## src/rtl/fetch_unit2.sv

```systemverilog
// fetch_unit2: instruction fetch and field-extract stage feeding the cpu2
// operand-read/ALU stage. Fetches words over a rd/ready handshake, buffers
// them and presents decoded fields with a valid/accept handshake. Handles
// jump redirects, including ones that land while a read is still in flight.
//
// Build option: define FETCH_PREFETCH_EN for a two-entry buffer that keeps
// fetching while the head waits (one instruction per cycle); otherwise a
// single-entry buffer is used (one instruction per two cycles at best).
module fetch_unit2 #(
    parameter int                 WIDTH    = 32,
    parameter logic [WIDTH-1:0]   RESET_PC = {WIDTH{1'b0}}
) (
    input  logic             i_clk,
    input  logic             i_reset,
    output logic [WIDTH-1:0] o_mem_addr,
    output logic             o_mem_rd,
    input  logic             i_mem_ready,
    input  logic [WIDTH-1:0] i_mem_rdata,
    input  logic             i_jmp_en,
    input  logic [WIDTH-1:0] i_jmp_addr,
    output logic             o_iv,
    input  logic             i_iaccept,
    output logic [5:0]       o_op,
    output logic [3:0]       o_rd_idx,
    output logic [3:0]       o_ra_idx,
    output logic [3:0]       o_rb_idx,
    output logic [15:0]      o_im,
    output logic [WIDTH-1:0] o_ipc
);

    typedef enum logic [1:0] {
        S_IDLE  = 2'd0,
        S_REQ   = 2'd1,
        S_FULL  = 2'd2,
        S_DRAIN = 2'd3
    } state_t;

`ifdef FETCH_PREFETCH_EN
    localparam logic [1:0] DEPTH = 2'd2;
`else
    localparam logic [1:0] DEPTH = 2'd1;
`endif

    state_t           r_state;
    logic [WIDTH-1:0] r_pc;          // next fetch address, or pending jump target while draining
    logic [WIDTH-1:0] r_mem_addr;
    logic             r_mem_rd;
    logic [1:0]       r_count;       // number of valid buffer entries
    logic [WIDTH-1:0] r_head_word;
    logic [WIDTH-1:0] r_head_pc;
`ifdef FETCH_PREFETCH_EN
    logic [WIDTH-1:0] r_tail_word;
    logic [WIDTH-1:0] r_tail_pc;
    logic [WIDTH-1:0] w_tail_word_n;
    logic [WIDTH-1:0] w_tail_pc_n;
    logic             w_wr_tail;
`endif

    logic             w_accept;
    logic             w_fill;
    logic             w_pending;
    logic [1:0]       w_count_n;
    logic             w_room;
    logic [WIDTH-1:0] w_pc_inc;
    logic [WIDTH-1:0] w_head_word_n;
    logic [WIDTH-1:0] w_head_pc_n;

    // The consumer's accept always completes, even alongside a jump; a
    // returning word is only kept when it belongs to a live REQ with no jump.
    assign w_accept  = (r_count != 2'd0) & i_iaccept;
    assign w_fill    = (r_state == S_REQ) & i_mem_ready & ~i_jmp_en;
    assign w_pending = ((r_state == S_REQ) | (r_state == S_DRAIN)) & ~i_mem_ready;
    assign w_count_n = r_count - {1'b0, w_accept} + {1'b0, w_fill};
    assign w_room    = (w_count_n < DEPTH);
    assign w_pc_inc  = r_pc + {{(WIDTH-1){1'b0}}, 1'b1};

`ifdef FETCH_PREFETCH_EN
    // New word lands in the tail slot when an entry remains after the accept.
    assign w_wr_tail = ((r_count - {1'b0, w_accept}) != 2'd0);

    // Next buffer contents: shift on accept, then write the returning word.
    always_comb begin
        w_head_word_n = r_head_word;
        w_head_pc_n   = r_head_pc;
        w_tail_word_n = r_tail_word;
        w_tail_pc_n   = r_tail_pc;
        if (w_accept) begin
            w_head_word_n = r_tail_word;
            w_head_pc_n   = r_tail_pc;
        end else begin
            w_head_word_n = r_head_word;
            w_head_pc_n   = r_head_pc;
        end
        if (w_fill && !w_wr_tail) begin
            w_head_word_n = i_mem_rdata;
            w_head_pc_n   = r_pc;
        end else if (w_fill && w_wr_tail) begin
            w_tail_word_n = i_mem_rdata;
            w_tail_pc_n   = r_pc;
        end else begin
            w_tail_word_n = r_tail_word;
            w_tail_pc_n   = r_tail_pc;
        end
    end
`else
    // Next buffer contents: the single entry is overwritten by a kept word.
    always_comb begin
        w_head_word_n = r_head_word;
        w_head_pc_n   = r_head_pc;
        if (w_fill) begin
            w_head_word_n = i_mem_rdata;
            w_head_pc_n   = r_pc;
        end else begin
            w_head_word_n = r_head_word;
            w_head_pc_n   = r_head_pc;
        end
    end
`endif

    // Instruction buffer registers; a jump empties it after any accept.
    always_ff @(posedge i_clk) begin
        if (i_reset) begin
            r_count     <= 2'd0;
            r_head_word <= {WIDTH{1'b0}};
            r_head_pc   <= {WIDTH{1'b0}};
`ifdef FETCH_PREFETCH_EN
            r_tail_word <= {WIDTH{1'b0}};
            r_tail_pc   <= {WIDTH{1'b0}};
`endif
        end else begin
            if (i_jmp_en) begin
                r_count <= 2'd0;
            end else begin
                r_count <= w_count_n;
            end
            r_head_word <= w_head_word_n;
            r_head_pc   <= w_head_pc_n;
`ifdef FETCH_PREFETCH_EN
            r_tail_word <= w_tail_word_n;
            r_tail_pc   <= w_tail_pc_n;
`endif
        end
    end

    // Fetch sequencer: pc, state and the registered memory request outputs.
    always_ff @(posedge i_clk) begin
        if (i_reset) begin
            r_state    <= S_IDLE;
            r_pc       <= RESET_PC;
            r_mem_rd   <= 1'b0;
            r_mem_addr <= RESET_PC;
        end else if (i_jmp_en) begin
            r_pc <= i_jmp_addr;
            if (w_pending) begin
                // Read still in flight: keep the request steady until it returns.
                r_state  <= S_DRAIN;
                r_mem_rd <= 1'b1;
            end else begin
                r_state    <= S_REQ;
                r_mem_rd   <= 1'b1;
                r_mem_addr <= i_jmp_addr;
            end
        end else begin
            case (r_state)
                S_IDLE: begin
                    r_state    <= S_REQ;
                    r_mem_rd   <= 1'b1;
                    r_mem_addr <= r_pc;
                end
                S_REQ: begin
                    if (i_mem_ready) begin
                        r_pc       <= w_pc_inc;
                        r_mem_addr <= w_pc_inc;
                        if (w_room) begin
                            r_state  <= S_REQ;
                            r_mem_rd <= 1'b1;
                        end else begin
                            r_state  <= S_FULL;
                            r_mem_rd <= 1'b0;
                        end
                    end else begin
                        r_state <= S_REQ;
                    end
                end
                S_FULL: begin
                    if (w_accept) begin
                        r_state    <= S_REQ;
                        r_mem_rd   <= 1'b1;
                        r_mem_addr <= r_pc;
                    end else begin
                        r_state <= S_FULL;
                    end
                end
                S_DRAIN: begin
                    if (i_mem_ready) begin
                        // Stale word is dropped; start at the pending target.
                        r_state    <= S_REQ;
                        r_mem_rd   <= 1'b1;
                        r_mem_addr <= r_pc;
                    end else begin
                        r_state <= S_DRAIN;
                    end
                end
                default: begin
                    r_state  <= S_IDLE;
                    r_mem_rd <= 1'b0;
                end
            endcase
        end
    end

    assign o_mem_rd   = r_mem_rd;
    assign o_mem_addr = r_mem_addr;
    assign o_iv       = (r_count != 2'd0);
    assign o_ipc      = r_head_pc;
    assign o_op       = r_head_word[31:26];
    assign o_rd_idx   = r_head_word[25:22];
    assign o_ra_idx   = r_head_word[21:18];
    assign o_rb_idx   = r_head_word[3:0];
    assign o_im       = r_head_word[15:0];

endmodule

```

## config.mk

```make
export PLATFORM = sky130hd
export DESIGN_NAME = fetch_unit2
export DESIGN_NICKNAME = d
export VERILOG_FILES = /design/src/rtl/fetch_unit2.sv
export SDC_FILE = /design/constraint.sdc
export NUM_CORES = 1
export LEC_CHECK = 0
export ABC_AREA = 1
export BUFFER_PORTS_ARGS = -buffer_cell sky130_fd_sc_hd__buf_2
export CAP_MARGIN = 20
export CORE_ASPECT_RATIO = 0.6
export CORE_MARGIN = 2
export CORE_UTILIZATION = 48
export DETAILED_ROUTE_END_ITERATION = 8
export PLACE_DENSITY = 0.8
export SETUP_SLACK_MARGIN = 0.15
export SLEW_MARGIN = 20
export SYNTH_ARGS = -nofsm -noshare
export SYNTH_HDL_FRONTEND = slang
export SYNTH_SLANG_ARGS = --single-unit
```

## constraint.sdc

```tcl
create_clock -name i_clk -period 2.1 [get_ports i_clk]
set_input_delay 0.42 -clock i_clk [delete_from_list [all_inputs] [get_ports i_clk]]
set_output_delay 0.42 -clock i_clk [all_outputs]
set_load 0.02 [all_outputs]
```

; Word level (Yosys, flattened, before mapping)
; Index checks and enable logic that the tools add are counted.
[op_classes]
addsub = 3
muxes = 21
div_mod_pow = 0
bitwise = 7
shifts = 0
n_eq_ne = 7
n_lt_le_gt_ge = 1
multipliers = 0
n_reduce_logical = 8
[ops]
columns = op, n
row1 = two-way mux 32 bit, 7
row2 = case mux 32 bit (4 select lines), 1
row3 = "adder 32 x 1 -> 32 bit, second input constant", 1
row4 = two-way mux 2 bit, 6
row5 = "inequality test 3 bit, second input constant", 3
row6 = case mux 2 bit (4 select lines), 1
row7 = nonzero test 2 bit, 3
row8 = two-way mux 1 bit, 5
row9 = bitwise AND 1 bit, 4
row10 = "== test 2 bit, second input constant", 2
row11 = case mux 1 bit (4 select lines), 1
row12 = AND reduction 4 bit, 1
row13 = AND reduction 3 bit, 1
row14 = adder 2 x 1 -> 2 bit, 1
row15 = "== test 2 x 1 -> 1 bit, second input constant", 1
row16 = zero test 2 bit, 1
row17 = "< comparator 2 x 1 -> 1 bit, second input constant", 1
row18 = "inequality test 2 bit, second input constant", 1
row19 = inverter 1 bit, 2
row20 = AND reduction 2 bit, 1
row21 = OR reduction 2 bit, 1
row22 = subtractor 2 x 1 -> 2 bit, 1
row23 = OR 1 bit, 1
[word_totals]
latch_bits = 0
ram_bits = 0
mem_count = 0
rom_bits = 0
out_inout_bits = 100
ff_bits = 133
elab_cells = 54
input_bits = 69

; Depth between registers and ports, before layout
[depth]
word_depth = 9
ltp_mapped = 18
mapped_depth_nobuf = 16

; Least setup slack after synthesis
; OpenSTA, ideal clock, no wires.
[synth_path]
kind = input -> register
from = input port i_jmp_en
to = register r_state[1]
path_buffers = 2
path_stages = 17
required_ns = 1.968
t_arrival_ns = 1.911
setup_ns = 0.132
path_slack_ns = 0.057
path_cell_list = inv_2 nand4_2 inv_1 buf_4 buf_2 o21ai_0 nand2_1 ha_1 inv_1 nand2_1 nand2_1 nand3_1 nand3_1 nand2_1 nand2_1 nand2_1 a21oi_1
[synth_via]
elab_chain_cells = 8
[synth_lines]
columns = item, line
row1 = start: declaration, 19  ; input logic i_jmp_en,
row2 = inverter 1 bit, 71  ; assign w_fill = (r_state == S_REQ) & i_mem_ready & ~i_jmp_en;
row3 = bitwise AND 1 bit, 71
row4 = adder 2 x 1 -> 2 bit, 73  ; assign w_count_n = r_count - {1'b0, w_accept} + {1'b0, w_fill};
row5 = < comparator 2 x 1 -> 1 bit, 74  ; assign w_room = (w_count_n < DEPTH);
row6 = two-way mux 2 bit, 174  ; if (w_room) begin
row7 = two-way mux 2 bit, 171  ; if (i_mem_ready) begin
row8 = case mux 2 bit (4 select lines), 164  ; case (r_state)
row9 = two-way mux 2 bit (*), 152  ; end else if (i_jmp_en) begin
row10 = end signal: assignment, 156  ; r_state <= S_DRAIN;
row11 = end signal: assignment, 166  ; r_state <= S_REQ;
row12 = end signal: assignment, 175  ; r_state <= S_REQ;
row13 = end: declaration, 44  ; state_t r_state;
; Mark *: on every way between the ends. The rest lies on a longest branch, timed or not.
; A chain may end at the register's enable or synchronous reset.

; Worst setup path in the final report
[layout_path]
from = register r_state[0]
to = register r_state[1]
[layout_via]
elab_chain_cells = 9
word_cells_on_any_way = 15
classes_between = 1 x add/sub / 1 x order compare / 3 x eq/ne / 5 x mux / 4 x bitwise / 1 x reduce/logical
[layout_lines]
columns = item, line
row1 = start signal: assignment, 148  ; r_state <= S_IDLE;
row2 = start signal: assignment, 156
row3 = start signal: assignment, 159  ; r_state <= S_REQ;
row4 = == test 2 x 1 -> 1 bit, "71, 72, 164"
row5 = bitwise AND 1 bit (2 in a row), 71
row6 = adder 2 x 1 -> 2 bit, 73
row7 = < comparator 2 x 1 -> 1 bit, 74
row8 = two-way mux 2 bit, 174
row9 = two-way mux 2 bit, 171
row10 = case mux 2 bit (4 select lines), 164
row11 = two-way mux 2 bit (*), 152
; Marks and branches as above.

==> flow_summary.json <==
{
  "status": "finished, final reports clean",
  "drc": 0,
  "io_buffer_count": 166,
  "power.total_mw": 6.92,
  "startpoint_type": "register",
  "ant_nets": 0,
  "drt_pass1_iterations": 6,
  "critPathLaunch": "r_state[0]",
  "p_per_area_nw_per_um2": 861,
  "core-area_um2": 13000,
  "utilization": 0.620,
  "pre_cts_ws_ps": 190,
  "synth_edf_count": 0,
  "place_hpwl_mm": 13.3,
  "cts_htree_levels": 4,
  "slew_viol_final": 0,
  "holdPathStages": 3,
  "dp_cells": 1242,
  "period_needed_ps": 1770,
  "worst_slew_pin_slew_ps": 840,
  "avgSynthCellArea_um2": 6.82,
  "min_to": "r_head_word[6]",
  "setup_ws_ps": 325,
  "ys_ff_latch": 131,
  "cts_hold_buf": 0,
  "slew_headroom": 0.440,
  "grt.total_usage": 0.262,
  "critPathMaxFanout": 5,
  "seq_power_share": 0.401,
  "netlist_instances": 947,
  "cts.sink_count": 131,
  "r2r_cells": 14,
  "setup_tns_ps": 0,
  "grt_pass1_vias": 5810,
  "die_h_um": 93.9,
  "ys.flop_type": "dfxtp_1",
  "power_frac_comb": 0.155,
  "leakagePower_nw": 3.63,
  "synth_cell_types": 35,
  "yosysSeqAreaShare": 0.406,
  "clock_latency_ps": 420,
  "finish.net_count": 1162,
  "clk_transition_reported_paths_ps": 60,
  "worstHoldPathType": "in2reg",
  "grt_max_degree": 112,
  "crit_arrival_ps": 2060,
  "grt-ovfl-total": 0,
  "syn-num-nets": 1018,
  "final_cells": 1274,
  "p_sw_frac": 0.287,
  "worstReg2RegEnd": "r_state[1]",
  "synth_area_um2": 6460,
  "internal_power_mw": 4.93,
  "area_growth_pct": 24.5,
  "cts_max_path_buffers": 2,
  "antenna_found_initial": 0,
  "cts_setup_buffers": 0,
  "clock_power_share": 0.444,
  "viasPerCell": 5.32,
  "clockRootBuffer": "clkbuf_16",
  "die_area_um2": 14400,
  "hp-start": "i_mem_rdata[6]",
  "finClkSkew_ps": 9.21,
  "setup_viol_count_final": 0,
  "die_x_um": 154,
  "cp-end-kind": "register",
  "start_util": 0.498,
  "cts_tree": "yes",
  "hold_viol": 0,
  "fmax_ghz": 0.563,
  "place_congestion": 0.964,
  "num_antenna_cells": 0,
  "ios": 169,
  "cts_buffers": 17,
  "async_flop_share": 0,
  "drt_iter0_markers": 693,
  "final_layout_size_suffix_gt1_frac": 0.240,
  "wl_per_cell_um": 15.1,
  "period_share": 0.845,
  "wl_mm": 19.2,
  "required_ps": 2380,
  "ir_worst_vdd_v": 0.000429,
  "power_switching_mw": 1.99,
  "ys_warn_count": 0,
  "regToRegSetupSlack_ps": 330,
  "ctsResizeCount": 0,
  "grt_pass1_wl_mm": 30.1,
  "regToRegStartpoint": "r_state[0]",
  "maxCapViolCount": 0,
  "placement_rows": 32,
  "vias": 6784,
  "rsz0062_at_grt": "false",
  "crit_type": "reg2reg"
}
synthesized netlist by cell type, types with 2 or more instances:
| master | number | area (um2) |
|---|---|---|
| inv_1 | 54 | 203 |
| nand2_1 | 197 | 739 |
| buf_2 | 20 | 100 |
| nand3_2 | 3 | 30.0 |
| xor2_1 | 9 | 78.8 |
| nand3_1 | 41 | 205 |
| o21ai_0 | 121 | 606 |
| buf_4 | 8 | 60.1 |
| a31oi_1 | 11 | 68.8 |
| o21a_1 | 3 | 22.5 |
| nor2_2 | 9 | 56.3 |
| ha_1 | 2 | 25.0 |
| nand2_4 | 5 | 56.3 |
| or2_2 | 2 | 12.5 |
| buf_1 | 4 | 15.0 |
| clkbuf_1 | 27 | 101 |
| o221ai_1 | 2 | 17.5 |
| nor2_1 | 137 | 514 |
| o21ai_1 | 5 | 25.0 |
| inv_2 | 5 | 18.8 |
| o211ai_1 | 5 | 37.5 |
| nand2_2 | 7 | 43.8 |
| a21oi_1 | 120 | 601 |
| dfxtp_1 | 131 | 2620 |
| nor2_4 | 9 | 101 |
flip-flops by register name, summed over array words and instances, names as in the netlist:
register and flops:
r_head_word 30, r_count 2, o_ipc 32, o_mem_rd 1, r_state 2, r_pc 32, o_mem_addr 32
metal layers:
layer | track usage | wire length, um
met4 | 0.0520 | 164
met5 | 0 | 0
met2 | 0.361 | 7540
met1 | 0.407 | 9590
met3 | 0.0669 | 1950
layout make-up:
type	count	area (um2)
clock inverter	14	175
inverter	59	223
tap	170	213
clock buffer	18	439
multi-input combinational	697	3340
timing repair buffer	185	1020
sequential	131	2620
fill	1209	4930
through the flow:
stage,cell area (um2),hold slack [ps]
floorplan,6470,479
global placement,7430,457
detailed placement,7430,465
CTS,8040,246
global route,8040,253
finish,8040,254
layout by cell type, fill, tap and decap left out, drive strengths merged:
| cell | instances |
|---|---|
| inv | 61 |
| a211oi | 1 |
| nand2 | 209 |
| clkinv | 9 |
| dfxtp | 131 |
| bufinv | 3 |
| buf | 185 |
| o21ai | 126 |
| ha | 2 |
| a21oi | 121 |
| o221a | 1 |
| nand3 | 44 |
| o211ai | 5 |
| a31oi | 11 |
| a21o | 1 |
| clkbuf | 18 |
| o221ai | 2 |
| o21a | 3 |
| nor2 | 156 |
| nor3 | 1 |
| nand4 | 2 |
| or2 | 2 |
| xor2 | 10 |
kinds of logic after synthesis:
| family | Yosys count | share of synthesized area |
|---|---|---|
| adders and majority gates | 2 | 0.00387 |
| buffers and inverters | 119 | 0.0778 |
| and+or+nand+nor | 414 | 0.279 |
| xor gates and xnor gates | 10 | 0.0147 |
| AOI/OAI and AO/OA | 271 | 0.219 |
| DFF | 131 | 0.406 |
critical path, stage by stage (launching register included):
cell	delay (ps)
dfxtp_1	440
nand4_4	160
clkinv_2	90
o21ai_0	100
nand2_1	80
ha_1	150
inv_1	40
nand2_1	50
nand2_1	80
nand3_1	110
nand3_1	110
nand2_1	70
nand2_1	40
nand2_1	50
a21oi_1	50
worst max-delay path by stage:
stage | to | slack (ps) | cells past startpoint
6_report | r_state[1] | 330 | 14
5_1_grt | r_state[1] | 160 | 15
4_1_cts | r_state[1] | 270 | 15
2_1_floorplan | r_state[1] | 170 | 17
3_5_place_dp | r_state[1] | 190 | 16
3_3_place_gp | r_state[1] | 280 | 16
power by group through the flow:
stage / sequential (mW) / clock (mW) / combinational [mW]
after floorplan: 2.96 / 0 / 0.550
after global placement: 2.82 / 0 / 1.04
after detailed placement: 2.82 / 0 / 1.06
after CTS: 2.77 / 3.11 / 1.07
after global routing: 2.79 / 3.23 / 1.19
final: 2.77 / 3.07 / 1.08
(Power assumes the default switching activity.)
